===== config.mk =====
export PLATFORM = sky130hd
export DESIGN_NAME = ifu_fetch
export DESIGN_NICKNAME = d
export VERILOG_FILES = /design/src/rtl/ifu_fetch.sv
export SDC_FILE = /design/constraint.sdc
export NUM_CORES = 1
export LEC_CHECK = 0
export CAP_MARGIN = 10
export CORE_MARGIN = 3
export CORE_UTILIZATION = 55
export CTS_BUF_LIST = sky130_fd_sc_hd__clkbuf_8
export DETAILED_ROUTE_END_ITERATION = 12
export MAX_ROUTING_LAYER = met4
export PLACE_DENSITY = 0.84
export SLEW_MARGIN = 15
export SYNTH_ARGS = -nofsm -noshare
export SYNTH_HDL_FRONTEND = slang
export SYNTH_SLANG_ARGS = --single-unit

===== constraint.sdc =====
create_clock -name clk -period 13.6 [get_ports clk]
set_input_delay 2.72 -clock clk [delete_from_list [all_inputs] [get_ports clk]]
set_output_delay 2.72 -clock clk [all_outputs]
set_load 0.03 [all_outputs]

===== src/rtl/ifu_fetch.sv =====
// Instruction fetch unit: PC generation, credit-limited instruction memory requests,
// an in-order response FIFO, and redirect flush with draining of stale responses.
module ifu_fetch #(
  parameter logic [31:0] RESET_PC   = 32'h0000_0000,
  parameter int          FIFO_DEPTH = 2
) (
  input  logic        clk,
  input  logic        rst,
  output logic        imem_req_valid,
  output logic [31:0] imem_req_addr,
  input  logic        imem_req_ready,
  input  logic        imem_rsp_valid,
  input  logic [31:0] imem_rsp_data,
  input  logic        redirect_valid,
  input  logic [31:0] redirect_pc,
  output logic        inst_valid,
  output logic [31:0] inst_o,
  output logic [31:0] inst_pc,
  input  logic        inst_ready
);

  localparam int AW = (FIFO_DEPTH > 1) ? $clog2(FIFO_DEPTH) : 1;
  localparam int CW = $clog2(FIFO_DEPTH + 1);
  localparam logic [CW:0] DEPTH_C = (CW+1)'(FIFO_DEPTH);

  typedef enum logic {
    ST_RUN   = 1'b0,
    ST_DRAIN = 1'b1
  } state_e;

  state_e          state_q, state_d;
  logic [31:0]     pc_q, pc_d;
  logic [31:0]     rsp_pc_q, rsp_pc_d;
  logic [CW-1:0]   count_q, count_d;
  logic [CW-1:0]   out_q, out_d;
  logic [AW-1:0]   rd_ptr_q, rd_ptr_d;
  logic [AW-1:0]   wr_ptr_q, wr_ptr_d;
  logic [31:0]     data_q [FIFO_DEPTH];
  logic [31:0]     pcs_q  [FIFO_DEPTH];

  logic            run;
  logic [CW:0]     credit_used;
  logic            req_fire;
  logic            rsp_take;
  logic            push;
  logic            pop;
  logic [CW-1:0]   out_after_rsp;
  logic [31:0]     redirect_tgt;

  assign run          = (state_q == ST_RUN);
  assign credit_used  = {1'b0, count_q} + {1'b0, out_q};
  assign redirect_tgt = redirect_pc & 32'hFFFF_FFFC;

  // Credits count both buffered words and requests still in flight, so a
  // response always finds a free FIFO slot.
  assign imem_req_valid = !rst && run && !redirect_valid && (credit_used < DEPTH_C);
  assign imem_req_addr  = pc_q;

  assign inst_valid = !rst && run && (count_q != '0);
  assign inst_o     = data_q[rd_ptr_q];
  assign inst_pc    = pcs_q[rd_ptr_q];

  assign req_fire      = imem_req_valid && imem_req_ready;
  assign rsp_take      = imem_rsp_valid && (out_q != '0);
  assign push          = rsp_take && run && !redirect_valid;
  assign pop           = inst_valid && inst_ready && !redirect_valid;
  assign out_after_rsp = out_q - CW'(rsp_take);

  // NOTE: every variable gets its default at the top of always_comb so no path
  // can leave it unassigned and infer a latch.
  always_comb begin
    state_d  = state_q;
    pc_d     = pc_q;
    rsp_pc_d = rsp_pc_q;
    count_d  = count_q;
    rd_ptr_d = rd_ptr_q;
    wr_ptr_d = wr_ptr_q;
    out_d    = out_after_rsp + CW'(req_fire);

    if (redirect_valid) begin
      pc_d     = redirect_tgt;
      count_d  = '0;
      rd_ptr_d = '0;
      wr_ptr_d = '0;
      if (out_after_rsp != '0) begin
        state_d = ST_DRAIN;
      end else begin
        state_d  = ST_RUN;
        rsp_pc_d = redirect_tgt;
      end
    end else if (!run) begin
      // Stale responses are dropped; resume once the last one has returned.
      if (out_after_rsp == '0) begin
        state_d  = ST_RUN;
        rsp_pc_d = pc_q;
      end
    end else begin
      if (req_fire) pc_d = pc_q + 32'd4;
      if (push) begin
        wr_ptr_d = wr_ptr_q + AW'(1);
        rsp_pc_d = rsp_pc_q + 32'd4;
      end
      if (pop) rd_ptr_d = rd_ptr_q + AW'(1);
      count_d = count_q + CW'(push) - CW'(pop);
    end
  end

  // NOTE: sequential state uses non-blocking assignments so every register
  // samples the pre-edge values regardless of statement order.
  always_ff @(posedge clk) begin
    if (rst) begin
      state_q  <= ST_RUN;
      pc_q     <= RESET_PC;
      rsp_pc_q <= RESET_PC;
      count_q  <= '0;
      out_q    <= '0;
      rd_ptr_q <= '0;
      wr_ptr_q <= '0;
    end else begin
      state_q  <= state_d;
      pc_q     <= pc_d;
      rsp_pc_q <= rsp_pc_d;
      count_q  <= count_d;
      out_q    <= out_d;
      rd_ptr_q <= rd_ptr_d;
      wr_ptr_q <= wr_ptr_d;
    end
  end

  // NOTE: the storage array is not reset; count_q qualifies every entry, so
  // resetting the data would only add reset fan-out.
  always_ff @(posedge clk) begin
    if (push) begin
      data_q[wr_ptr_q] <= imem_rsp_data;
      pcs_q[wr_ptr_q]  <= rsp_pc_q;
    end
  end

endmodule


### Word-level counts from Yosys, hierarchy flattened

Memories as Yosys holds them, arrays and structs flattened. A register that Yosys moved wholly into a read port is not among the register bits.
Cells that the tools add are included.

* muxes and demuxes: 18
* $add $sub $neg: 9
* reductions and logical operators: 24
* eq/ne operators: 3
* bitwise logic cells: 1
* magnitude comparators: 1

Operators by type and width (count)
* $mux W32: 8
* $add A32 B3 Y32 const B: 2
* $logic_and A1 B1 Y1: 10
* $mux W1: 10
* $reduce_and A2 Y1: 4
* $reduce_bool A2 Y1: 4
* $add A2 B1 Y2: 2
* $ne A2 B2 Y1 const B: 2
* $sub A2 B1 Y2: 2
* $add A2 B2 Y3: 1
* $lt A3 B2 Y1 const B: 1
* $ne A3 B2 Y1 const B: 1
* $reduce_and A3 Y1: 1
* $reduce_bool A3 Y1: 1
* $add A1 B1 Y1 const B: 2
* $logic_not A1 Y1: 2
* $logic_not A2 Y1: 1
* $reduce_or A2 Y1: 1
* $not A1 Y1: 1

* input bits: 70
* flip-flop bits (word level): 71
* logic and storage cells: 66
* memories: 2
* output and inout bits: 98
* RAM bits: 128

Memories
* data_q: depth 2, width 32, rd ports 1, clocked after Yosys merged registers in 1, wr ports 1, RTL line 38 `logic [31:0] data_q [FIFO_DEPTH];`
* pcs_q: depth 2, width 32, rd ports 1, clocked after Yosys merged registers in 1, wr ports 1, RTL line 39 `logic [31:0] pcs_q [FIFO_DEPTH];`

### Depth between registers and ports, before layout

Gate-level depths: netlist of run 1.

* depth in word-level cells: 8
* depth in mapped cells: 11
* depth with buffers taken out: 11

### Worst setup path before layout of run 1

No wires, ideal clock.

* path type: input to register
* start: input port redirect_valid
* end: memory data_q[0][0] (enable)
* stages on the path: 5
* data required time: 13118 ps
* data arrival time: 6112 ps
* library setup time: 482 ps
* path slack: 7006 ps
* buffers on the path: 1
* path through: or2_2 -> clkbuf_1 -> nor2_1 -> inv_1 -> nor2_1

* cells in the longest elaborated chain, start to end: 4

RTL lines
* start: declaration: RTL line 14 `input logic redirect_valid,`
* $logic_not A1 Y1: RTL line 65 `assign push = rsp_take && run && !redirect_valid;`
* $logic_and A1 B1 Y1: RTL line 65
* $mux W1: RTL line 133 `if (push) begin`
* $mux W1 (not written as such): RTL line 134 `data_q[wr_ptr_q] <= imem_rsp_data;`
* end: declaration: RTL line 38

No other way between the ends.

### Worst setup path after layout of run 1

* start: input port redirect_valid
* end: output port imem_req_valid

* cells in the longest elaborated chain, start to end: 3

RTL lines
* $logic_not A1 Y1: RTL line 56 `assign imem_req_valid = !rst && run && !redirect_valid && (credit_used < DEPTH_C);`
* $logic_and A1 B1 Y1 (2 in a row): RTL line 56
* end: declaration: RTL line 9 `output logic imem_req_valid,`

No other way between the ends.

==> results of run 1 <==
==> power groups by stage <==
| stage | combinational (mW) | clock [mW] | sequential [mW] |
|---|---|---|---|
| finish | 0.354 | 0.314 | 0.754 |
| global route | 0.383 | 0.341 | 0.762 |
| CTS | 0.351 | 0.320 | 0.751 |
| detailed placement | 0.349 | 0 | 0.764 |
| global placement | 0.341 | 0 | 0.759 |
| floorplan | 0.225 | 0 | 0.753 |
==> sequential cells by signal, summed over array words and instances (netlist names), named ones only <==
| name | flops |
|---|---|
| data_q | 64 |
| pcs_q | 60 |
| imem_req_addr | 30 |
| rsp_pc_q | 30 |
| count_q | 2 |
| out_q | 2 |
| rd_ptr_q | 1 |
| state_q | 1 |
| wr_ptr_q | 1 |
==> cell type report <==
class / instances / area, µm² / area share (%)
multi-input cells: 525 / 3482 / 32.03
clock buffers: 17 / 234.0 / 2.152
clock inverters: 14 / 83.83 / 0.7711
repair buffers: 170 / 1669 / 15.35
flip-flops and latches: 192 / 5086 / 46.78
inverters: 14 / 52.55 / 0.4834
well taps: 211 / 264.0 / 2.428
==> placed cells by master (no fill, tap or decap), types with 9 or more instances in the layout <==
| cell | netlist | layout |
|---|---|---|
| dfxtp_1 | 68 | 67 |
| o211ai_1 | 14 | 14 |
| a31oi_1 | 18 | 18 |
| nor2_1 | 49 | 48 |
| mux2_2 | 64 | 64 |
| nand2_1 | 68 | 68 |
| nor4_1 | 9 | 9 |
| edfxtp_1 | 124 | 124 |
| xnor2_1 | 12 | 12 |
| or3_1 | 11 | 11 |
| clkdlybuf4s50_1 | 0 | 159 |
| clkbuf_8 | 0 | 17 |
| buf_4 | 4 | 9 |
| nor3_1 | 23 | 23 |
| and2_1 | 9 | 9 |
| nand4_1 | 24 | 24 |
| inv_1 | 13 | 18 |
| o21ai_0 | 35 | 35 |
| a21oi_1 | 37 | 37 |
| nand3_1 | 27 | 27 |
| and3_1 | 11 | 10 |
==> through the flow <==
step	util (%)	worst slack [ps]	instance area (µm²)	instances	power, mW
after floorplan	-	7006	8811	781	0.9774
after global placement	68.41	6266	10550	1112	1.100
after detailed placement	68.41	6262	10550	1112	1.113
after CTS	70.47	6260	10870	1143	1.422
after global routing	70.47	6170	10870	1143	1.486
final	70.47	6265	10870	1143	1.421
==> cells in the mapped netlist, types with 3 or more instances <==
cell / count / share of area, %
a211oi_1: 6 / 0.51
a21boi_0: 3 / 0.26
a21oi_1: 37 / 2.1
a22oi_1: 3 / 0.26
a311oi_1: 7 / 0.70
a31o_2: 4 / 0.40
a31oi_1: 18 / 1.3
and2_1: 9 / 0.64
and3_1: 11 / 0.78
and4_1: 8 / 0.80
buf_1: 8 / 0.34
buf_2: 3 / 0.17
buf_4: 4 / 0.34
clkbuf_1: 35 / 1.5
dfxtp_1: 68 / 15
edfxtp_1: 124 / 42
ha_1: 6 / 0.85
inv_1: 13 / 0.55
mux2_2: 64 / 8.2
mux2i_1: 7 / 0.80
nand2_1: 68 / 2.9
nand3_1: 27 / 1.5
nand4_1: 24 / 1.7
nor2_1: 49 / 2.1
nor2b_1: 3 / 0.21
nor3_1: 23 / 1.3
nor4_1: 9 / 0.64
o211ai_1: 14 / 1.2
o21ai_0: 35 / 2.0
o22ai_1: 4 / 0.28
o311ai_0: 3 / 0.30
o31ai_1: 3 / 0.26
or2_2: 3 / 0.21
or3_1: 11 / 0.78
or4_1: 3 / 0.26
xnor2_1: 12 / 1.2
xor2_1: 7 / 0.70
==> kinds of logic (layout without fill, tap and decap cells) <==
| group | Yosys count | after routing | synth area share, % |
|---|---|---|---|
| AOI/OAI and AO/OA | 168 | 168 | 12.73 |
| DFF | 192 | 192 | 57.78 |
| and+or+nand+nor | 256 | 256 | 14.55 |
| adders and majority gates | 7 | 7 | 1.081 |
| muxes | 71 | 71 | 8.986 |
| buffers and inverters | 64 | 215 | 2.943 |
| other | 1 | 4 | 0.04262 |
| xor gates and xnor gates | 19 | 19 | 1.891 |
==> worst max-delay path by stage <==
stage | slack [ps] | cells after the start | to | start
2_1_floorplan | 7010 | 5 | data_q[0][0] | redirect_valid
3_3_place_gp | 6270 | 5 | imem_req_valid | redirect_valid
3_5_place_dp | 6260 | 5 | imem_req_valid | redirect_valid
4_1_cts | 6260 | 5 | imem_req_valid | redirect_valid
5_1_grt | 6170 | 5 | imem_req_valid | redirect_valid
6_report | 6260 | 5 | imem_req_valid | redirect_valid
==> worst register-to-register path, cell delays in order, from the launching register on <==
cell and delay, ps:
dfxtp_1 400, o21ai_1 550, inv_1 180, ha_1 260, xor2_1 480, o22a_1 920, a21oi_1 180, a21oi_1 200
a31oi_1 100
==> metal layers <==
layer  up-vias  wire, µm  track usage, %
li1       3249         -               -
met1      3295      9306           35.27
met2       411      9824           36.33
met3        50      2023           4.715
met4         0       546           9.931
met5         -         0               -
==> summary.md, run 1 <==
| Metric | Value |
|---|---|
| Status | finished clean |
| Lkg Pwr | 3.591 nW |
| Hold depth | 0 |
| Hold Path Sink | pcs_q[1][15] |
| Hold Fails Final Rpt | 0 |
| Pint | 0.9471 mW |
| Worst Setup End Kind | primary output |
| #FFs+latches synth | 192 |
| Sw frac | 33.37% |
| IO Count | 168 |
| Core box area | 15430 µm² |
| FMAX | 0.1363 GHz |
| Nets | 997 |
| Critical Path RT | 10880 ps |
| Vias after detailed routing | 7005 |
| Maximum vdd ir drop | 0.00006936 V |
| Fillers | 1165 |
| Final setup fails | 0 |
| Skew final | 15.70 ps |
| Logic gate share of total power | 24.9% |
| Starting Density | 57.04% |
| Max clock buf depth | 2 |
| GRT Util Overall | 25.09% |
| Initial antenna violation count | 0 |
| Hold/Removal Path Class | register to register |
| Postcts setup bufs | 0 |
| H-Tree Depth | 4 |
| Clk sinks | 192 |
| Total CTS buffers | 17 |
| Syn Inst Count | 778 |
| Iteration-0 DRC Markers | 700 |
| DR DRC count | 0 |
| Wire length per cell | 18.99 µm |
| Die area | 17550 µm² |
| Cell area power density | 130.7 nW/µm² |
| Rows | 45 |
| RSZ-0062 raised after global routing | no |
| Synthesized area per cell | 11.31 µm² |
| Setup total negative slack | 0 ps |
| Synth unique cells | 69 |
| DRT antenna net count | 0 |
| Post-DR vias/cell | 6.129 |
| Clk pwr share | 22.1% |
| CTS clk-pin slew, worst paths | 90 ps |
| R2R depth | 8 |
| CP arrival | 4620 ps |
| Hold Path Origin | rsp_pc_q[15] |
| N_diodes | 0 |
| CP Class | primary input to primary output |
| Crit path buf inv count | 3 |
| Post-Syn Area | 8800 µm² |
| Reg2reg setup slack | 10180 ps |
| Slowest CP cell | clkdlybuf4s50_1 |
| Sw power | 0.4744 mW |
| Fin crit share | 53.94% |
| Post-synth EDFFs | 124 |
| Post-CTS Hold Buffers | 0 |
| Critical path's top delay family | buffers and inverters |
| Sequential cell area fraction in the yosys report | 57.78% |
| Post-CTS resize count | 0 |
| Post-synthesis async set-or-reset flop share | 0% |
| PortBufs | 161 |
| CTS Root Buffer Type | clkbuf_8 |
| Relative slew slack | 28.11% |
| MaxCap Viol Count | 0 |
| Critical Path Start Type | primary input |
| First-pass GRT wire length | 34.11 mm |
| CP max FO | 58 |
| GRT overflow | 0 |
| Yosys warnings | 0 |
| CTS tree | done |
| Chip height | 132.5 µm |
| Hold Worst Slack | 513.4 ps |
| Min cycle time layout | 7335 ps |
| Hpwl dp | 14.58 mm |
| Drt pass-1 iters | 5 |
| Worst R2R Start | out_q[1] |
| Crit-path cells | buf_2 > buf_4 > or3_1 > nor3_1 > clkdlybuf4s50_1 |
| Clk_lat worst skew | 470 ps |
| Share of cells above drive strength 1 | 12.02% |
| Crit path largest cell delay | 690 ps |
| Worst-Margin Slew | 1069 ps |
| Ys flop type | edfxtp_1 |
| Vias in the first global route | 6490 |
| R2R Path End | rsp_pc_q[26] |
| Largest net degree at the start of global routing | 67 |
| Wirelength, routed | 21.70 mm |
| Die width | 132.5 µm |
| Seq pwr share | 53.0% |
| Layout area overhead | 23.55% |
| GP Congestion | 0.8903 |
| Slew Limit Fails | 0 |
(Power assumes the default switching activity.)
==> run 2: changes to the inputs <==
CORE_UTILIZATION = 54   (was 55)
PLACE_DENSITY = 0.83   (was 0.84)
clock period = 7.6 ns   (was 13.6 ns; I/O delays follow)
==> run 2 against run 1 <==
Die area increased by 1.8%. Hold slack lost 21 ps. Combinational power rose by 78%. Critical path type unchanged. Core utilization down 1.5 points. Register-to-register slack lost 6000 ps. Power increased by 88%. Final cell count up 0.61%. Sequential cell count unchanged.
==> summary.md, run 2 (same netlist as run 1, synthesis figures left out) <==
| Metric | Value |
|---|---|
| Critical Path RT | 6080 ps |
| Iteration-0 DRC Markers | 765 |
| Setup total negative slack | 0 ps |
| Final setup fails | 0 |
| Most frequent cells in the layout | clkdlybuf4s50_1 (159), edfxtp_1 (124), nand2_1 (68) |
| Skew final | 11.99 ps |
| Crit path largest cell delay | 710 ps |
| Met3 GRT Util | 5.287% |
| Maximum vdd ir drop | 0.0001406 V |
| First-pass GRT wire length | 35.04 mm |
| Rows | 46 |
| Final std cells w/o fill | 1150 |
| Cell area power density | 243.5 nW/µm² |
| Lkg Pwr | 3.636 nW |
| Wirelength, routed | 21.86 mm |
| MaxCap Viol Count | 0 |
| Vias in the first global route | 6615 |
| DR DRC count | 0 |
| CTS clk-pin slew, worst paths | 100 ps |
| Min cycle time layout | 4607 ps |
| Drt pass-1 iters | 5 |
| Clk sinks | 192 |
| Top flop regs | data_q x64, pcs_q x60 |
| Postcts setup bufs | 0 |
| Layout area overhead | 24.90% |
| GRT overflow | 0 |
| Hold Fails Final Rpt | 0 |
| Initial antenna violation count | 0 |
| Core box area | 15940 µm² |
| Grt peak-use layer | met2 |
| Share of cells above drive strength 1 | 12.85% |
| DP Cell Count | 1118 |
| Power consumption | 2.677 mW |
| CP max FO | 8 |
| H-Tree Depth | 4 |
| Post-DR vias/cell | 6.050 |
| Wire length per cell | 19.01 µm |
| Fin crit share | 60.62% |
| Max FFs per register | 64 |
| Crit path buf inv count | 2 |
| Status | finished clean |
| CTS tree | done |
| Hold Worst Slack | 492.5 ps |
| Largest net degree at the start of global routing | 67 |
| DRT antenna net count | 0 |
| IO Count | 168 |
| Die area | 17860 µm² |
| Starting Density | 55.20% |
| Critical path's top delay family | buffers and inverters |
| CTS Root Buffer Type | clkbuf_8 |
| Clk_lat worst skew | 480 ps |
| Max clock buf depth | 2 |
| Critical Path Start Type | primary input |
| Hold/Removal Path Class | register to register |
| GP Congestion | 0.9062 |
| Chip height | 133.7 µm |
| CP arrival | 3090 ps |
| N_diodes | 0 |
| Slew Limit Fails | 0 |
| GRT Util Overall | 25.38% |
| Post-CTS resize count | 0 |
| Die width | 133.7 µm |
| PortBufs | 161 |
| Nets | 998 |
| M1 GR Usage | 35.14% |
| Post-CTS Hold Buffers | 0 |
| RSZ-0062 raised after global routing | no |
| Total CTS buffers | 17 |
| Vias after detailed routing | 6957 |
| Hpwl dp | 14.85 mm |
| FMAX | 0.2170 GHz |
| CP Class | primary input to primary output |
| Worst-Margin Slew | 1112 ps |
| Largest reg by FF count | data_q |
| Global Route met2 Usage | 37.81% |
| Commonest non-fill, non-tap cell in the layout | clkdlybuf4s50_1 |
| Relative slew slack | 25.70% |
| Worst Setup End Kind | primary output |
| Crit-path cells | buf_2 > or3_1 > nor3_1 > clkdlybuf4s50_1 |
| Slowest CP cell | clkdlybuf4s50_1 |
-- run 2: layer usage --
| layer | vias up | share of wire [%] |
|---|---|---|
| li1 | 3254 | - |
| met1 | 3304 | 44 |
| met2 | 364 | 45 |
| met3 | 35 | 8.7 |
| met4 | 0 | 2.1 |
| met5 | - | 0 |
-- run 2: cell type report --
type	count	area [µm²]
flip-flops and latches	192	5086
well taps	216	270.3
inverters	14	52.55
multi-input cells	525	3482
clock buffers	17	234.0
repair buffers	171	1677
clock inverters	15	188.9
fillers	1206	4952
-- run 2: metrics by stage --
| step | worst slack [ps] | utilization, % | area (µm²) |
|---|---|---|---|
| floorplan | 2206 | - | 8811 |
| global placement | 2938 | 66.28 | 10570 |
| detailed placement | 2898 | 66.28 | 10570 |
| CTS | 2965 | 68.94 | 10990 |
| global route | 2922 | 68.94 | 10990 |
| finish | 2993 | 68.94 | 10990 |
-- run 2: path summary, 6_finish.rpt --
| path | from | to | slack [ps] | cells after the start |
|---|---|---|---|---|
| min | rsp_pc_q[15] | pcs_q[0][15] | 490 | 0 |
| max reg2reg | out_q[1] | rsp_pc_q[26] | 4200 | 8 |
| min reg2reg | rsp_pc_q[15] | pcs_q[0][15] | 490 | 0 |
| max | rst | imem_req_valid | 2990 | 4 |
-- run 2: where the power goes --
part,switching (mW),internal (mW)
clock network,0.391,0.308
logic,0.385,0.246
registers,0.116,1.23
==> run 3: changes to the inputs <==
clock period = 4.3 ns   (was 7.6 ns; I/O delays follow)
==> run 3 against run 2 <==
Register-to-register slack worse by 3200 ps. Die area unchanged. Critical path depth decreased by 1. Final cell count rose by 0.52%. Via count up 0.20%. Sequential power is 76% higher. Core utilization up 0.14 points. Power grew 72%. Hold slack improved by 5.9 ps. First-iteration DRC count down 17%. Sequential cell count unchanged. Setup slack worse by 2100 ps. Critical path type is now register to primary output. Critical endpoint is now inst_pc[30].
==> summary.md, run 3 (same netlist as run 1, synthesis figures left out) <==
| Metric | Value |
|---|---|
| Status | finished clean |
| Critical Path RT | 3440 ps |
| Share of cells above drive strength 1 | 13.19% |
| Starting Density | 55.20% |
| CP Class | register to primary output |
| N_diodes | 0 |
| Post-DR vias/cell | 6.030 |
| CTS Root Buffer Type | clkbuf_8 |
| Worst-Margin Slew | 960.4 ps |
| Largest net degree at the start of global routing | 67 |
| Final setup margin | 887.6 ps |
| GRT overflow | 0 |
| GP Congestion | 0.8911 |
| DR DRC count | 0 |
| Hold Fails Final Rpt | 0 |
| Vias after detailed routing | 6971 |
| Drt pass-1 iters | 5 |
| RSZ-0062 raised after global routing | no |
| Postcts setup bufs | 0 |
| Cell area power density | 419.1 nW/µm² |
| Met3 GRT Util | 5.174% |
| Lkg Pwr | 3.642 nW |
| Setup total negative slack | 0 ps |
| Total CTS buffers | 17 |
| Min cycle time layout | 3412 ps |
| Wire length per cell | 18.88 µm |
| Die width | 133.7 µm |
| Iteration-0 DRC Markers | 635 |
| Largest reg by FF count | data_q |
| Pre-CTS worst setup slack | 663.4 ps |
| Slew Limit Fails | 0 |
| Vias in the first global route | 6566 |
| Hold Worst Slack | 498.4 ps |
| Wirelength, routed | 21.83 mm |
| Rows | 46 |
| M1 GR Usage | 35.39% |
| Chip height | 133.7 µm |
| Layout area overhead | 25.15% |
| Nets | 1004 |
| GRT Util Overall | 25.20% |
| Clk sinks | 192 |
| IO Count | 168 |
| H-Tree Depth | 4 |
| First-pass GRT wire length | 34.60 mm |
| DRT antenna net count | 0 |
| Final instance area | 11010 µm² |
| Global Route met2 Usage | 36.65% |
| Critical Path Start Type | register |
| Clk_lat worst skew | 460 ps |
| Die area | 17860 µm² |
| Maximum vdd ir drop | 0.0002964 V |
| Relative slew slack | 35.38% |
| Most frequent cells in the layout | clkdlybuf4s50_1 (159), edfxtp_1 (124), nand2_1 (68) |
| Post-CTS resize count | 0 |
| CP max FO | 36 |
| Fin crit share | 79.36% |
| Top flop regs | data_q x64, pcs_q x60 |
| CP arrival | 2550 ps |
| Hold/Removal Path Class | register to register |
| Core box area | 15940 µm² |
| Fin util | 69.08% |
| Max FFs per register | 64 |
| Final setup fails | 0 |
| CTS clk-pin slew, worst paths | 90 ps |
| Grt peak-use layer | met2 |
| MaxCap Viol Count | 0 |
| Hpwl dp | 14.90 mm |
| Initial antenna violation count | 0 |
| PortBufs | 161 |
| Commonest non-fill, non-tap cell in the layout | clkdlybuf4s50_1 |
| Worst Setup End Kind | primary output |
| Max clock buf depth | 2 |
| Skew final | 14.83 ps |
| FMAX | 0.2930 GHz |
| CTS tree | done |
| Dpl cell area | 10650 µm² |
| Post-CTS Hold Buffers | 0 |
[run 3: cell type report]
type,count,area (µm²)
multi-input cells,525,3482
well taps,216,270.3
clock buffers,17,234.0
inverters,14,52.55
fillers,1209,4930
flip-flops and latches,192,5086
clock inverters,15,128.9
repair buffers,177,1759
[run 3: worst paths after layout]
path,to,cells past startpoint,slack [ps],from
worst max-delay path,inst_pc[30],3,890,register
worst min-delay path,pcs_q[1][15],0,500,rsp_pc_q[15]
worst min register to register,pcs_q[1][15],0,500,rsp_pc_q[15]
worst max register to register,imem_req_addr[29],7,970,count_q[0]
[run 3: through the flow]
stage               power (mW)  instances
floorplan                3.089        781
global placement         3.514       1124
detailed placement       3.549       1124
CTS                      4.615       1156
global route             4.833       1156
finish                   4.615       1156
[run 3: worst max-delay path, cell delays in order (launching register included)]
cell and delay (ps):
dfxtp_2 770, buf_12 300, mux2_2 370, clkdlybuf4s50_1 620
[run 3: per-layer routing]
layer  vias to the layer above  wire, µm
li1                       3271         -
met1                      3300      9784
met2                       353      9621
met3                        47      1817
met4                         0       603
met5                         -         0
[run 3: power by group]
part	internal (mW)	switching [mW]	total [mW]	leakage, nW
combinational	0.467	0.687	1.15	1.77
sequential	2.17	0.205	2.38	1.69
clock	0.417	0.665	1.08	0.177
